File: src/rtl/imm_gen_pipe.sv
// Registered ID/EX immediate generator with stall/flush handling and a PFX prefix instruction.
// Optional macro IMM_GEN_ADDI_SEXT_EN: when defined, addi sign-extends its short immediate.
module imm_gen_pipe #(
    parameter int DATA_W = 8,
    parameter int OP_W   = 3,
    parameter int IMM_W  = 3,
    parameter int JMP_W  = 5
) (
    input  logic              clk,
    input  logic              reset,
    input  logic              id_valid,
    input  logic              stall,
    input  logic              flush,
    input  logic [OP_W-1:0]   opcode,
    input  logic [IMM_W-1:0]  immediate,
    input  logic [JMP_W-1:0]  jump_addr_short,
    output logic [DATA_W-1:0] extended,
    output logic              ext_valid,
    output logic              pfx_pending
);

    localparam logic [OP_W-1:0] OP_LW   = OP_W'(3'b000);
    localparam logic [OP_W-1:0] OP_SW   = OP_W'(3'b001);
    localparam logic [OP_W-1:0] OP_JUMP = OP_W'(3'b010);
    localparam logic [OP_W-1:0] OP_ADDI = OP_W'(3'b100);
    localparam logic [OP_W-1:0] OP_PFX  = OP_W'(3'b111);

    logic [DATA_W-1:0] ext_q, ext_d;
    logic [JMP_W-1:0]  prefix_q, prefix_d;
    logic              vld_q, vld_d;
    logic              pend_q, pend_d;
    logic [DATA_W-1:0] base_val;
    logic [DATA_W-1:0] merged_val;

    // Unprefixed value: size casts truncate wide fields and zero/sign-fill narrow ones.
    always_comb begin
        base_val = '0;
        case (opcode)
            OP_LW, OP_SW: base_val = DATA_W'(immediate);
`ifdef IMM_GEN_ADDI_SEXT_EN
            OP_ADDI:      base_val = DATA_W'($signed(immediate));
`else
            OP_ADDI:      base_val = DATA_W'(immediate);
`endif
            OP_JUMP:      base_val = DATA_W'(jump_addr_short);
            default:      base_val = '0;
        endcase
    end

    // A pending prefix replaces extension entirely, addi included.
    always_comb begin
        merged_val = DATA_W'({prefix_q, {IMM_W{1'b0}}});
        case (opcode)
            OP_LW, OP_SW, OP_ADDI: merged_val = DATA_W'({prefix_q, immediate});
            OP_JUMP:               merged_val = DATA_W'({prefix_q, jump_addr_short});
            default:               merged_val = DATA_W'({prefix_q, {IMM_W{1'b0}}});
        endcase
    end

    always_comb begin
        ext_d    = ext_q;
        prefix_d = prefix_q;
        vld_d    = vld_q;
        pend_d   = pend_q;
        if (flush) begin
            vld_d  = 1'b0;
            pend_d = 1'b0;
        end else if (stall) begin
            vld_d  = vld_q;
        end else if (id_valid) begin
            if (opcode == OP_PFX) begin
                prefix_d = jump_addr_short;
                pend_d   = 1'b1;
                vld_d    = 1'b0;
            end else begin
                ext_d  = pend_q ? merged_val : base_val;
                vld_d  = 1'b1;
                pend_d = 1'b0;
            end
        end else begin
            vld_d = 1'b0;
        end
    end

    always_ff @(posedge clk) begin
        if (reset) begin
            ext_q    <= '0;
            prefix_q <= '0;
            vld_q    <= 1'b0;
            pend_q   <= 1'b0;
        end else begin
            ext_q    <= ext_d;
            prefix_q <= prefix_d;
            vld_q    <= vld_d;
            pend_q   <= pend_d;
        end
    end

    assign extended    = ext_q;
    assign ext_valid   = vld_q;
    assign pfx_pending = pend_q;

endmodule

File: config.mk
export PLATFORM = sky130hd
export DESIGN_NAME = imm_gen_pipe
export DESIGN_NICKNAME = d
export VERILOG_FILES = /design/src/rtl/imm_gen_pipe.sv
export SDC_FILE = /design/constraint.sdc
export NUM_CORES = 1
export LEC_CHECK = 0
export CAP_MARGIN = 20
export CORE_AREA = 4 4 49 51
export CTS_BUF_LIST = sky130_fd_sc_hd__clkbuf_8
export DETAILED_ROUTE_END_ITERATION = 8
export DIE_AREA = 0 0 53 55
export PLACE_DENSITY = 0.73
export REMOVE_ABC_BUFFERS = 1
export SLEW_MARGIN = 20
export SYNTH_ARGS = -nofsm -noshare
export SYNTH_HDL_FRONTEND = slang
export SYNTH_SLANG_ARGS = --single-unit
File: constraint.sdc
create_clock -name clk -period 1.33 [get_ports clk]
set_clock_uncertainty 0.15 [all_clocks]
set_input_delay 0.399 -clock clk [delete_from_list [all_inputs] [get_ports clk]]
set_output_delay 0.399 -clock clk [all_outputs]
set_load 0.03 [all_outputs]
Word level (Yosys, flattened, before mapping):

Cells that the tools add are included.

* flip-flop bits (word level): 15
* input port bits: 16
* output and inout port bits: 10
* word-level logic and storage cells: 23

* eq/ne operators: 4
* multiplexer cells: 6
* bitwise logic cells: 3
* reduce and logical (&&, ||, !) cells: 6

Operators by type and width (count)
* $pmux 8 s2: 1
* $pmux 5 s2: 1
* $mux 8: 1
* $reduce_and 4->1: 2
* $eq 3x3->1 const B: 2
* $eq 3x1->1 const B: 1
* $eq 3x2->1 const B: 1
* $logic_not 3->1: 1
* $mux 1: 3
* $not 1->1: 3
* $reduce_or 3->1: 1
* $reduce_and 2->1: 1
* $reduce_or 2->1: 1

Longest topological paths before layout:

Gate-level depths: netlist of run 1.

* depth after elaboration: 4
* gate-level depth with buffers: 5
* mapped depth without buffers: 3

Least setup slack after synthesis of run 1:

Ideal clock, no wire load.

* path kind: input port to flip-flop
* start: input port opcode[1]
* end: register ext_q[0] (netlist: extended[0])
* setup time: 134 ps
* arrival time: 1093 ps
* required time: 1046 ps
* slack: -47 ps
* stages on the path: 5
* buffers on the path: 2
* path through: buf_6 -> and3_1 -> buf_4 -> nor2_4 -> a311oi_2

* longest elaborated chain between the ends: 4
* elaborated cells between the ends (all ways): 11
* those cells by class: 4 x eq/ne; 3 x mux; 1 x bitwise; 3 x reduce/logical

RTL lines
* start: declaration: RTL line 14 `input logic [OP_W-1:0] opcode,`
* $eq 3x1->1 (tied with other cells): RTL line 38, 53
* $reduce_or 3->1 (no source line)
* $pmux 5 s2 / $pmux 8 s2 (equally long branches): RTL line 38, 53
* $mux 8: RTL line 76 `ext_d = pend_q ? merged_val : base_val;`
* end signal: assignment: RTL line 92 `ext_q <= ext_d;`
* end: declaration: RTL line 28 `logic [DATA_W-1:0] ext_q, ext_d;`

Parallel ways exist; a longest one is shown, timed or not.
A chain may end at the register's enable or synchronous reset.

Final worst setup path of run 1:

* start: input port stall
* end: register ext_q[0] (netlist: extended[0])

* longest elaborated chain between the ends: 2

RTL lines
* start: declaration: RTL line 12 `input logic stall,`
* $not 1->1 (no source line)
* $reduce_and 4->1 (no source line)

No other way between the ends.

==> results of run 1 <==
worst max-delay path, cell delays in order:
cell and delay [ns]:
sky130_fd_sc_hd__buf_2 0.12, sky130_fd_sc_hd__or3b_4 0.42, sky130_fd_sc_hd__nor2_4 0.21, sky130_fd_sc_hd__a311oi_2 0.13
cells in the final DEF (no fill, tap or decap), types with 4 or more instances in the layout:
master                          instances
sky130_fd_sc_hd__mux2i_1                4
sky130_fd_sc_hd__nand3_1                5
sky130_fd_sc_hd__dfxtp_1               13
sky130_fd_sc_hd__nand2_1                5
sky130_fd_sc_hd__o21ai_1                4
sky130_fd_sc_hd__a311oi_1               4
sky130_fd_sc_hd__buf_4                 21
sky130_fd_sc_hd__buf_6                  8
sky130_fd_sc_hd__dlygate4sd2_1          6
sky130_fd_sc_hd__nand3b_1               5
sky130_fd_sc_hd__a21oi_1                9
final timing paths:
| check | depth (start not counted) | slack [ns] | endpoint |
|---|---|---|---|
| setup / recovery | 4 | 0.02 | extended[0]$_SDFFE_PP0P_ |
| hold / removal | 2 | 0.18 | pfx_pending$_SDFFE_PP0P_ |
| setup reg to reg | 3 | 0.31 | extended[7]$_SDFFE_PP0P_ |
| hold reg to reg | 2 | 0.32 | extended[5]$_SDFFE_PP0P_ |
layout make-up:
class | instances | area [µm²] | area share [%]
clock inverters | 1 | 5.00 | 0.420
multi-input cells | 60 | 442 | 37.1
well taps | 27 | 33.8 | 2.84
repair buffers | 43 | 355 | 29.8
clock buffers | 3 | 41.3 | 3.47
inverters | 3 | 11.3 | 0.945
flip-flops and latches | 15 | 303 | 25.4
sequential cells by signal, indices dropped and copies added (netlist names):
| signal | flops |
|---|---|
| pfx_pending | 1 |
| prefix_q | 5 |
| extended | 8 |
| ext_valid | 1 |
power by group through the flow:
stage / logic, µW / registers [µW] / clock network [µW]
floorplan: 56.5 / 491 / 0
CTS: 192 / 465 / 374
global route: 212 / 466 / 400
finish: 197 / 466 / 366
detailed placement: 196 / 474 / 0
global placement: 193 / 474 / 0
routing by layer:
metal	global-route usage (%)	share of wire, %	vias to the layer above
li1	-	-	402
met4	5.96	1.1	0
met1	16.4	39	361
met2	30.8	52	27
met3	4.02	7.5	4
met5	0	0	-
cell families after synthesis:
kind of cell	after synthesis	share of synthesized area, %
AOI/OAI and AO/OA	27	23.7
DFF	15	39.2
buffers and inverters	8	5.71
and+or+nand+nor	29	26.3
muxes	4	5.22
timing repair:
action	CTS	global route
cloned	0	1
hold buffers	0	0
resized for setup	35	15
setup endpoints to repair	15	16
pin swaps	9	3
per-stage QoR:
stage	hold WS [ns]	util, %	setup slack [ns]	total power [µW]	cells
global placement	0.316	57.7	-0.571	667	147
finish	0.176	61.3	0.0162	1030	152
floorplan	0.297	-	-0.0922	547	78
global route	0.169	61.3	0.00461	1080	152
CTS	0.179	60.4	0.00197	1030	151
detailed placement	0.319	57.7	-0.616	671	147
==> metrics.md, run 1 <==
| Metric | Value |
|---|---|
| Status | finished, final reports clean |
| Count of fill cells added during filler insertion | 197 |
| Remaining design rule violation count | 0 |
| Pwr Density | 864 nW/µm² |
| Post-synth top cells | 15 x sky130_fd_sc_hd__dfxtp_1, 10 x sky130_fd_sc_hd__a21oi_1, 6 x sky130_fd_sc_hd__nand3_1 |
| Die Wd | 53 µm |
| Placement Rows | 16 |
| Number of DRC violations after detailed-routing iteration 0 | 8 |
| Average footprint of a synthesized cell | 9.24 µm² |
| CP startpoint | stall |
| Peak fanout along the critical path | 8 |
| Inserted Diodes | 0 |
| Hold Path Origin | flush |
| Number of enable-type register cells in the synthesized netlist | 0 |
| Total non-filler cell area in the finished layout | 1190 µm² |
| Post-layout minimum cycle time | 1.31 ns |
| Library cell occupying the most area in the post-synthesis netlist | sky130_fd_sc_hd__dfxtp_1 |
| Main area contributors after synthesis | sky130_fd_sc_hd__dfxtp_1 39%, sky130_fd_sc_hd__a21oi_1 6.5%, sky130_fd_sc_hd__mux2i_1 5.2% |
| Total number of vias | 794 |
| Peak supply drop | 523 µV |
| Worst Path Class, Setup | in -> reg |
| Fraction of the yosys area taken by sequential cells | 39.2% |
| Initial core utilization | 39.5% |
| Aggregate routed wire length | 2.10 mm |
| Die Height | 55 µm |
| Highest clock frequency the design can meet | 761 MHz |
| Internal power component | 770 µW |
| Unrepaired setup endpoints after global routing | no |
| Cell count after synthesis | 83 |
| Number of nets with antenna violations after detailed routing | 0 |
| TritonCTS Sinks | 15 |
| Clock transition time at the flip-flop clock pins of the worst setup and hold paths | 0.06 ns |
| Port buffer count | 25 |
| Layout-stage area growth over the synthesis result | 55.3% |
| Fraction of synthesis flops using an asynchronous set or reset pin | 0% |
| Count of pins over their slew limit | 0 |
| LEAKAGE | 0.000457 µW |
| Wire length of the first global-routing pass | 3.39 mm |
| Setup violations, final | 0 |
| Area after DPL | 1120 µm² |
| TritonCTS clock tree | done |
| Fraction of power spent switching nets | 25.2% |
| Endpoint type of the worst setup path | register |
| Antenna violations before repair | 0 |
| Critical path data arrival time | 1.28 ns |
| Final-layout setup total negative slack | 0 ns |
| Ratio of final minimum period to clock period | 98.8% |
| Share of total power in combinational logic | 19.2% |
| Max-cap check violation count | 0 |
| Total standard cell area after synthesis | 767 µm² |
| Clock root cell | sky130_fd_sc_hd__clkbuf_8 |
| Number of nets in the final layout | 142 |
| Most instantiated library cell after synthesis | sky130_fd_sc_hd__dfxtp_1 |
| Worst endpoint required time | 1.30 ns |
| Number of buffers inserted to repair setup after CTS | 0 |
| Remaining max-slew budget at the tightest pin | 85.4% |
| Number of levels in the clock H-tree | 1 |
| Primary FF master, synth | sky130_fd_sc_hd__dfxtp_1 |
| Vias per std cell | 5.22 |
| Reg-to-Reg Start | pfx_pending$_SDFFE_PP0P_ |
| Total congestion overflow after global routing | 0 |
| Overall die area | 2920 µm² |
| I/O pin cnt | 26 |
| Post-synth top area share | 39.2% |
| Sequential Power Share | 45.3% |
| Register bit count reported by yosys | 15 |
| Actual transition at the worst max-transition pin | 0.218 ns |
| Pin count of the biggest net entering global routing | 13 |
| Post-detailed-route wirelength per cell | 13.8 µm |
| Number of distinct library cells after synthesis | 27 |
| Clock buffers created by TritonCTS | 3 |
| Deepest clock path buffer count | 2 |
| 1st-pass router iterations | 4 |
| Proportion of power drawn by the clock network | 35.6% |
| Net switching power | 260 µW |
| Startpoint class of the critical path | input port |
| Worst hold-check path type | in -> reg |
| Total of warnings raised by yosys | 0 |
| Layout cell share with drive strength beyond 1 | 41.6% |
| Total routing usage reported by global routing | 15.9% |
| Final number of hold-violating endpoints | 0 |
| Detailed-placement wirelength estimate | 1.59 mm |
| Core Area | 1940 µm² |
| Clock latency on the worst-skew pair | 0.25 ns |
| Via count of the first global-routing pass | 807 |
| Gp weighted congestion | 0.780 |
No activity file was read; power rests on OpenSTA's default activity.
==> inputs of run 2 (changes only) <==
--- a/config.mk
+++ b/config.mk
@@ -6,10 +6,10 @@
 export NUM_CORES = 1
 export LEC_CHECK = 0
 export CAP_MARGIN = 20
-export CORE_AREA = 4 4 49 51
+export CORE_AREA = 2 2 47 49
 export CTS_BUF_LIST = sky130_fd_sc_hd__clkbuf_8
 export DETAILED_ROUTE_END_ITERATION = 8
-export DIE_AREA = 0 0 53 55
+export DIE_AREA = 0 0 49 51
 export PLACE_DENSITY = 0.73
 export REMOVE_ABC_BUFFERS = 1
 export SLEW_MARGIN = 20
==> run 2 against run 1 <==
  * Maximum frequency is 1.0% lower
  * Total power is 0.59% higher
  * Highest routed layer unchanged
  * Critical endpoint unchanged
  * Largest power group unchanged
  * Largest cell class unchanged
  * Utilization is 2.9 points lower
==> metrics.md, run 2 (synthesized netlist as in run 1, its figures left out) <==
| Metric | Value |
|---|---|
| Internal power component | 770 µW (about the same) |
| FF-to-FF setup slack | 0.30 ns (was 0.31 ns) |
| Aggregate routed wire length | 2.07 mm (was 2.10 mm) |
| TritonCTS Sinks | 15 (unchanged) |
| Pin count of the biggest net entering global routing | 12 (was 13) |
| 1st-pass router iterations | 4 (unchanged) |
| Net switching power | 266 µW (was 260 µW) |
| Pwr Density | 859 nW/µm² (was 864 nW/µm²) |
| Peak per-stage delay on the critical path | 0.42 ns (about the same) |
| Number of nets in the final layout | 142 (unchanged) |
| Initial core utilization | 37.2% (was 39.5%) |
| Unrepaired setup endpoints after global routing | yes (was no) |
| Count of fill cells added during filler insertion | 199 (was 197) |
| Inserted Diodes | 0 (unchanged) |
| Ratio of final minimum period to clock period | 99.8% (was 98.8%) |
| Detailed-placement wirelength estimate | 1.52 mm (was 1.59 mm) |
| Worst reg2reg path depth | 3 (unchanged) |
| Vias per std cell | 5.29 (was 5.22) |
| Highest clock frequency the design can meet | 754 MHz (was 761 MHz) |
| Number of cells on the worst hold path | 3 (was 2) |
| Overall die area | 2500 µm² (was 2920 µm²) |
| Die Wd | 49 µm (was 53 µm) |
| TritonCTS clock tree | done (unchanged) |
| I/O pin cnt | 26 (unchanged) |
| Clock root cell | sky130_fd_sc_hd__clkbuf_8 (unchanged) |
| Most frequent cells in the layout | 21 x sky130_fd_sc_hd__buf_4, 14 x sky130_fd_sc_hd__dfxtp_1, 10 x sky130_fd_sc_hd__a21oi_1, 8 x sky130_fd_sc_hd__buf_6 (was 21 x sky130_fd_sc_hd__buf_4, 13 x sky130_fd_sc_hd__dfxtp_1, 9 x sky130_fd_sc_hd__a21oi_1, 8 x sky130_fd_sc_hd__buf_6, 6 x sky130_fd_sc_hd__dlygate4sd2_1) |
| Peak fanout along the critical path | 8 (unchanged) |
| Count of pins over their slew limit | 0 (unchanged) |
| Remaining design rule violation count | 0 (unchanged) |
| Worst Path Class, Setup | in -> reg (unchanged) |
| Worst hold-check path type | in -> reg (unchanged) |
| Capturing point of the worst reg2reg path | extended[7]$_SDFFE_PP0P_ (unchanged) |
| Post-layout minimum cycle time | 1.33 ns (was 1.31 ns) |
| Die Height | 51 µm (was 55 µm) |
| Port buffer count | 25 (unchanged) |
| Final number of hold-violating endpoints | 0 (unchanged) |
| Worst endpoint required time | 1.29 ns (was 1.30 ns) |
| Peak supply drop | 507 µV (was 523 µV) |
| LEAKAGE | 0.000473 µW (was 0.000457 µW) |
| Sequential Power Share | 45.0% (was 45.3%) |
| Core Area | 2060 µm² (was 1940 µm²) |
| Status | finished, final reports clean (unchanged) |
| Reg-to-Reg Start | pfx_pending$_SDFFE_PP0P_ (unchanged) |
| Clock transition time at the flip-flop clock pins of the worst setup and hold paths | 0.06 ns (about the same) |
| Number of DRC violations after detailed-routing iteration 0 | 4 (was 8) |
| Flip-flop count of the largest register, all copies and words added | 8 (unchanged) |
| CP startpoint | stall (unchanged) |
| Via count of the first global-routing pass | 792 (was 807) |
| Number of levels in the clock H-tree | 1 (unchanged) |
| Remaining max-slew budget at the tightest pin | 82.2% (was 85.4%) |
| Number of nets with antenna violations after detailed routing | 0 (unchanged) |
| Startpoint class of the critical path | input port (unchanged) |
| Actual transition at the worst max-transition pin | 0.266 ns (was 0.218 ns) |
| Total number of vias | 809 (was 794) |
| Endpoint type of the worst setup path | register (unchanged) |
| Post-detailed-route wirelength per cell | 13.5 µm (was 13.8 µm) |
| Wire length of the first global-routing pass | 3.52 mm (was 3.39 mm) |
| Critical path data arrival time | 1.29 ns (was 1.28 ns) |
| Clock latency on the worst-skew pair | 0.25 ns (about the same) |
| Antenna violations before repair | 0 (unchanged) |
| Fraction of power spent switching nets | 25.7% (was 25.2%) |
| Layout cell share with drive strength beyond 1 | 41.6% (unchanged) |
| Clock buffers created by TritonCTS | 3 (unchanged) |
| Total routing usage reported by global routing | 18.5% (was 15.9%) |
| Cell breakdown of the critical path | buf_6 > or3b_4 > nor2_4 > a311oi_2 (was buf_2 > or3b_4 > nor2_4 > a311oi_2) |
| Placement Rows | 17 (was 16) |
| Share of total power in combinational logic | 19.5% (was 19.2%) |
| Most frequent standard cell in the layout excluding fill and tap cells | sky130_fd_sc_hd__buf_4 (unchanged) |
| Deepest clock path buffer count | 2 (unchanged) |
| Setup violations, final | 0 (unchanged) |
| Max-cap check violation count | 0 (unchanged) |
| Cell with the largest stage delay on the worst path | sky130_fd_sc_hd__or3b_4 (unchanged) |
| Final-layout setup total negative slack | 0 ns (unchanged) |
| Gp weighted congestion | 0.764 (was 0.780) |
| Proportion of power drawn by the clock network | 35.5% (was 35.6%) |
| Layout-stage area growth over the synthesis result | 57.3% (was 55.3%) |
| Final core utilization | 58.5% (was 61.3%) |
| Critical path capture point | extended[0]$_SDFFE_PP0P_ (unchanged) |
| Total congestion overflow after global routing | 0 (unchanged) |
-- run 2: critical path: cells and delay by family --
family	cells	cell delay (ns)
buf+inv	1	0.10
compound gates	1	0.14
simple gates	2	0.66
-- run 2: metal layers --
metal / vias up / routed length, µm / track usage [%]
met2: 32 / 1050 / 32.6
met5: - / 0 / 0
li1: 397 / - / -
met4: 0 / 50 / 10.0
met1: 375 / 830 / 20.6
met3: 5 / 141 / 4.68
-- run 2: power by group through the flow --
stage	Clock (µW)	Sequential [µW]	Combinational, µW
final	368	466	202
after global routing	397	466	217
after CTS	368	465	202
after detailed placement	0	475	197
after global placement	0	475	193
after floorplan	0	491	56.5
-- run 2: area by class of cell --
type,count,area [µm²],share of cell area [%]
well taps,28,35.0,2.90
inverters,3,11.3,0.934
clock inverters,1,3.75,0.311
clock buffers,3,41.3,3.42
flip-flops and latches,15,302,25.0
repair buffers,43,364,30.2
multi-input cells,60,449,37.2
-- run 2: how the worst min path moves through the flow --
stage | start | to
floorplan | prefix_q[3]$_SDFFE_PP0P_ | prefix_q[3]$_SDFFE_PP0P_
global placement | prefix_q[3]$_SDFFE_PP0P_ | prefix_q[3]$_SDFFE_PP0P_
detailed placement | extended[7]$_SDFFE_PP0P_ | extended[7]$_SDFFE_PP0P_
CTS | flush | pfx_pending$_SDFFE_PP0P_
global route | flush | pfx_pending$_SDFFE_PP0P_
finish | flush | pfx_pending$_SDFFE_PP0P_
-- run 2: through the flow --
step           area, µm²  hold slack [ns]  instances  power [µW]  worst slack, ns
2_1_floorplan        734            0.297         78         547          -0.0922
3_3_place_gp        1110            0.314        147         668           -0.609
3_5_place_dp        1110            0.324        147         671           -0.624
4_1_cts             1190            0.261        153        1040          0.00172
5_1_grt             1210            0.266        153        1080          -0.0134
6_report            1210            0.260        153        1040          0.00288
-- run 2: repair_timing --
action | CTS | global route
setup buffers | 1 | 0
resized for setup | 33 | 14
setup endpoints to repair | 16 | 16
pin swaps | 5 | 4
hold buffers | 0 | 0
cloned | 1 | 0
==> inputs of run 3 (changes only) <==
--- a/config.mk
+++ b/config.mk
@@ -10,7 +10,7 @@
 export CTS_BUF_LIST = sky130_fd_sc_hd__clkbuf_8
 export DETAILED_ROUTE_END_ITERATION = 8
 export DIE_AREA = 0 0 49 51
-export PLACE_DENSITY = 0.73
+export PLACE_DENSITY_LB_ADDON = 0.3
 export REMOVE_ABC_BUFFERS = 1
 export SLEW_MARGIN = 20
 export SYNTH_ARGS = -nofsm -noshare
==> run 3 against run 2 <==
  * Clock power fell by 2%
  * The run now ends with setup timing left
  * Global-route usage fell by 1.4 points
  * Worst hold slack improved by 0.068 ns
  * Final cell count rose by 1.3%
==> metrics.md, run 3 (synthesized netlist as in run 1, its figures left out) <==
| Metric | Value |
|---|---|
| Status | complete, but fails checks (was finished, final reports clean) |
| Sequential Power Share | 45.2% (was 45.0%) |
| Most frequent standard cell in the layout excluding fill and tap cells | sky130_fd_sc_hd__buf_4 (unchanged) |
| Category of cells accounting for the largest share of critical-path delay | simple AND/OR/NAND/NOR gates (unchanged) |
| Die Height | 51 µm (unchanged) |
| Startpoint class of the critical path | input port (unchanged) |
| Unrepaired setup endpoints after global routing | yes (unchanged) |
| Count of pins over their slew limit | 0 (unchanged) |
| TritonCTS clock tree | done (unchanged) |
| Port buffer count | 25 (unchanged) |
| Post-Place Cells | 147 (unchanged) |
| Final Non-Filler Cells | 155 (was 153) |
| Actual transition at the worst max-transition pin | 0.281 ns (was 0.266 ns) |
| Vias per std cell | 5.09 (was 5.29) |
| Number of nets with antenna violations after detailed routing | 0 (unchanged) |
| WHS Endpoint | extended[5]$_SDFFE_PP0P_ (was pfx_pending$_SDFFE_PP0P_) |
| Worst reg2reg path depth | 3 (unchanged) |
| Total number of vias | 789 (was 809) |
| Fraction of power spent switching nets | 25.2% (was 25.7%) |
| Peak supply drop | 563 µV (was 507 µV) |
| Overall die area | 2500 µm² (unchanged) |
| Inserted Diodes | 0 (unchanged) |
| Remaining max-slew budget at the tightest pin | 81.2% (was 82.2%) |
| Cell breakdown of the critical path | buf_6 > or3b_4 > nor2_4 > a311oi_2 (unchanged) |
| Via count of the first global-routing pass | 790 (was 792) |
| Proportion of power drawn by the clock network | 35.2% (was 35.5%) |
| Gp weighted congestion | 0.734 (was 0.764) |
| Cell with the largest stage delay on the worst path | sky130_fd_sc_hd__or3b_4 (unchanged) |
| Peak per-stage delay on the critical path | 0.41 ns (was 0.42 ns) |
| Antenna violations before repair | 0 (unchanged) |
| Number of levels in the clock H-tree | 1 (unchanged) |
| Aggregate routed wire length | 1.98 mm (was 2.07 mm) |
| Capturing point of the worst reg2reg path | extended[3]$_SDFFE_PP0P_ (was extended[7]$_SDFFE_PP0P_) |
| FF-to-FF setup slack | 0.29 ns (was 0.30 ns) |
| Sum of buffers and inverters on the critical path | 1 (unchanged) |
| Total congestion overflow after global routing | 0 (unchanged) |
| Count of fill cells added during filler insertion | 200 (was 199) |
| LEAKAGE | 0.000465 µW (was 0.000473 µW) |
| Clock root cell | sky130_fd_sc_hd__clkbuf_8 (unchanged) |
| Hold Path Origin | extended[5]$_SDFFE_PP0P_ (was flush) |
| Post-detailed-route wirelength per cell | 12.7 µm (was 13.5 µm) |
| Clock buffers created by TritonCTS | 3 (unchanged) |
| Layout cell share with drive strength beyond 1 | 42.5% (was 41.6%) |
| Worst Path Class, Setup | in -> reg (unchanged) |
| Pin count of the biggest net entering global routing | 13 (was 12) |
| Number of nets in the final layout | 144 (was 142) |
| Critical path data arrival time | 1.30 ns (was 1.29 ns) |
| Design Power | 1030 µW (was 1040 µW) |
| Final-layout setup total negative slack | -0.00777 ns (was 0 ns) |
| Flip-flop count of the largest register, all copies and words added | 8 (unchanged) |
| Initial core utilization | 37.2% (unchanged) |
| Violated checks | setup timing |
| Remaining design rule violation count | 0 (unchanged) |
| Number of DRC violations after detailed-routing iteration 0 | 13 (was 4) |
| Worst hold-check path type | reg -> reg (was in -> reg) |
| Most frequent cells in the layout | 24 x sky130_fd_sc_hd__buf_4, 15 x sky130_fd_sc_hd__dfxtp_1, 10 x sky130_fd_sc_hd__a21oi_1, 6 x sky130_fd_sc_hd__buf_6, 6 x sky130_fd_sc_hd__dlygate4sd2_1 (was 21 x sky130_fd_sc_hd__buf_4, 14 x sky130_fd_sc_hd__dfxtp_1, 10 x sky130_fd_sc_hd__a21oi_1, 8 x sky130_fd_sc_hd__buf_6) |
| I/O pin cnt | 26 (unchanged) |
| Endpoint type of the worst setup path | register (unchanged) |
| Number of cells on the worst hold path | 2 (was 3) |
| Clock latency on the worst-skew pair | 0.25 ns (about the same) |
| Cts-stage hold buffer count | 0 (unchanged) |
| Internal power component | 769 µW (was 770 µW) |
| Worst Setup Slack, final | -0.00403 ns (was 0.00288 ns) |
| Post-layout minimum cycle time | 1.33 ns (about the same) |
| Pwr Density | 847 nW/µm² (was 859 nW/µm²) |
| Ratio of final minimum period to clock period | 100% (was 99.8%) |
| Deepest clock path buffer count | 2 (unchanged) |
| Logic depth of the worst path, buffers included | 4 (unchanged) |
| Clock transition time at the flip-flop clock pins of the worst setup and hold paths | 0.06 ns (about the same) |
| Die Wd | 49 µm (unchanged) |
| Wire length of the first global-routing pass | 3.31 mm (was 3.52 mm) |
| Reg-to-Reg Start | pfx_pending$_SDFFE_PP0P_ (unchanged) |
| Net switching power | 259 µW (was 266 µW) |
| Final number of hold-violating endpoints | 0 (unchanged) |
| Setup violations, final | 3 (was 0) |
| 1st-pass router iterations | 4 (unchanged) |
| Total routing usage reported by global routing | 17.1% (was 18.5%) |
| Core Area | 2060 µm² (unchanged) |
| Layout-stage area growth over the synthesis result | 58.2% (was 57.3%) |
| Peak fanout along the critical path | 8 (unchanged) |
| TritonCTS Sinks | 15 (unchanged) |
| Placement Rows | 17 (unchanged) |
| Highest clock frequency the design can meet | 750 MHz (was 754 MHz) |
| Worst endpoint required time | 1.29 ns (about the same) |
| Share of total power in combinational logic | 19.5% (about the same) |
| Max-cap check violation count | 0 (unchanged) |
| Detailed-placement wirelength estimate | 1.43 mm (was 1.52 mm) |
-- run 3: area by class of cell --
class / count / area [µm²] / share of cell area (%)
Clock buffer: 3 / 41.3 / 3.40
Clock inverter: 1 / 3.75 / 0.309
Inverter: 3 / 11.3 / 0.928
Multi-Input combinational cell: 60 / 462 / 38.0
Sequential cell: 15 / 300 / 24.7
Tap cell: 28 / 35.0 / 2.89
Timing Repair Buffer: 45 / 360 / 29.7
-- run 3: worst max-delay path by stage --
stage                     slack [ns]   from                       end
after detailed placement       -0.67  stall  extended[0]$_SDFFE_PP0P_
after floorplan                -0.09  stall  extended[0]$_SDFFE_PP0P_
after CTS                     0.0005  flush  extended[0]$_SDFFE_PP0P_
final                         -0.004  flush  extended[3]$_SDFFE_PP0P_
after global routing           -0.02  flush  extended[3]$_SDFFE_PP0P_
after global placement         -0.62  stall  extended[0]$_SDFFE_PP0P_
-- run 3: per-layer routing --
layer | global-route usage, % | vias up | routed length [µm] | share of wire [%]
li1 | - | 397 | - | -
met1 | 18.8 | 367 | 844 | 43
met2 | 32.0 | 21 | 1020 | 51
met3 | 3.80 | 4 | 88 | 4.5
met4 | 7.14 | 0 | 26 | 1.3
met5 | 0 | - | 0 | 0
-- run 3: worst min-delay path: stages (launching register included) --
cell	delay, ns
sky130_fd_sc_hd__dfxtp_1	0.31
sky130_fd_sc_hd__inv_1	0.04
sky130_fd_sc_hd__o32ai_1	0.07
-- run 3: repair_timing --
action | CTS | global route
setup buffers | 2 | 0
resized for setup | 36 | 10
endpoints found under the setup margin | 15 | 13
cloned | 1 | 1
pin swaps | 10 | 6
-- run 3: through the flow --
stage                     util [%]  hold WS (ns)  area, µm²  setup slack [ns]
after global placement        54.0         0.316       1110            -0.616
final                         58.8         0.328       1210          -0.00403
after global routing          58.8         0.341       1210           -0.0235
after detailed placement      54.0         0.322       1110            -0.672
after CTS                     57.3         0.332       1180          0.000505
after floorplan                  -         0.297        734           -0.0922
-- run 3: power by group through the flow --
stage                     clock network, µW  logic [µW]  registers [µW]
after CTS                               369         197             464
after global routing                    385         216             466
after detailed placement                  0         196             474
after floorplan                           0        56.5             491
after global placement                    0         192             474
final                                   362         201             465
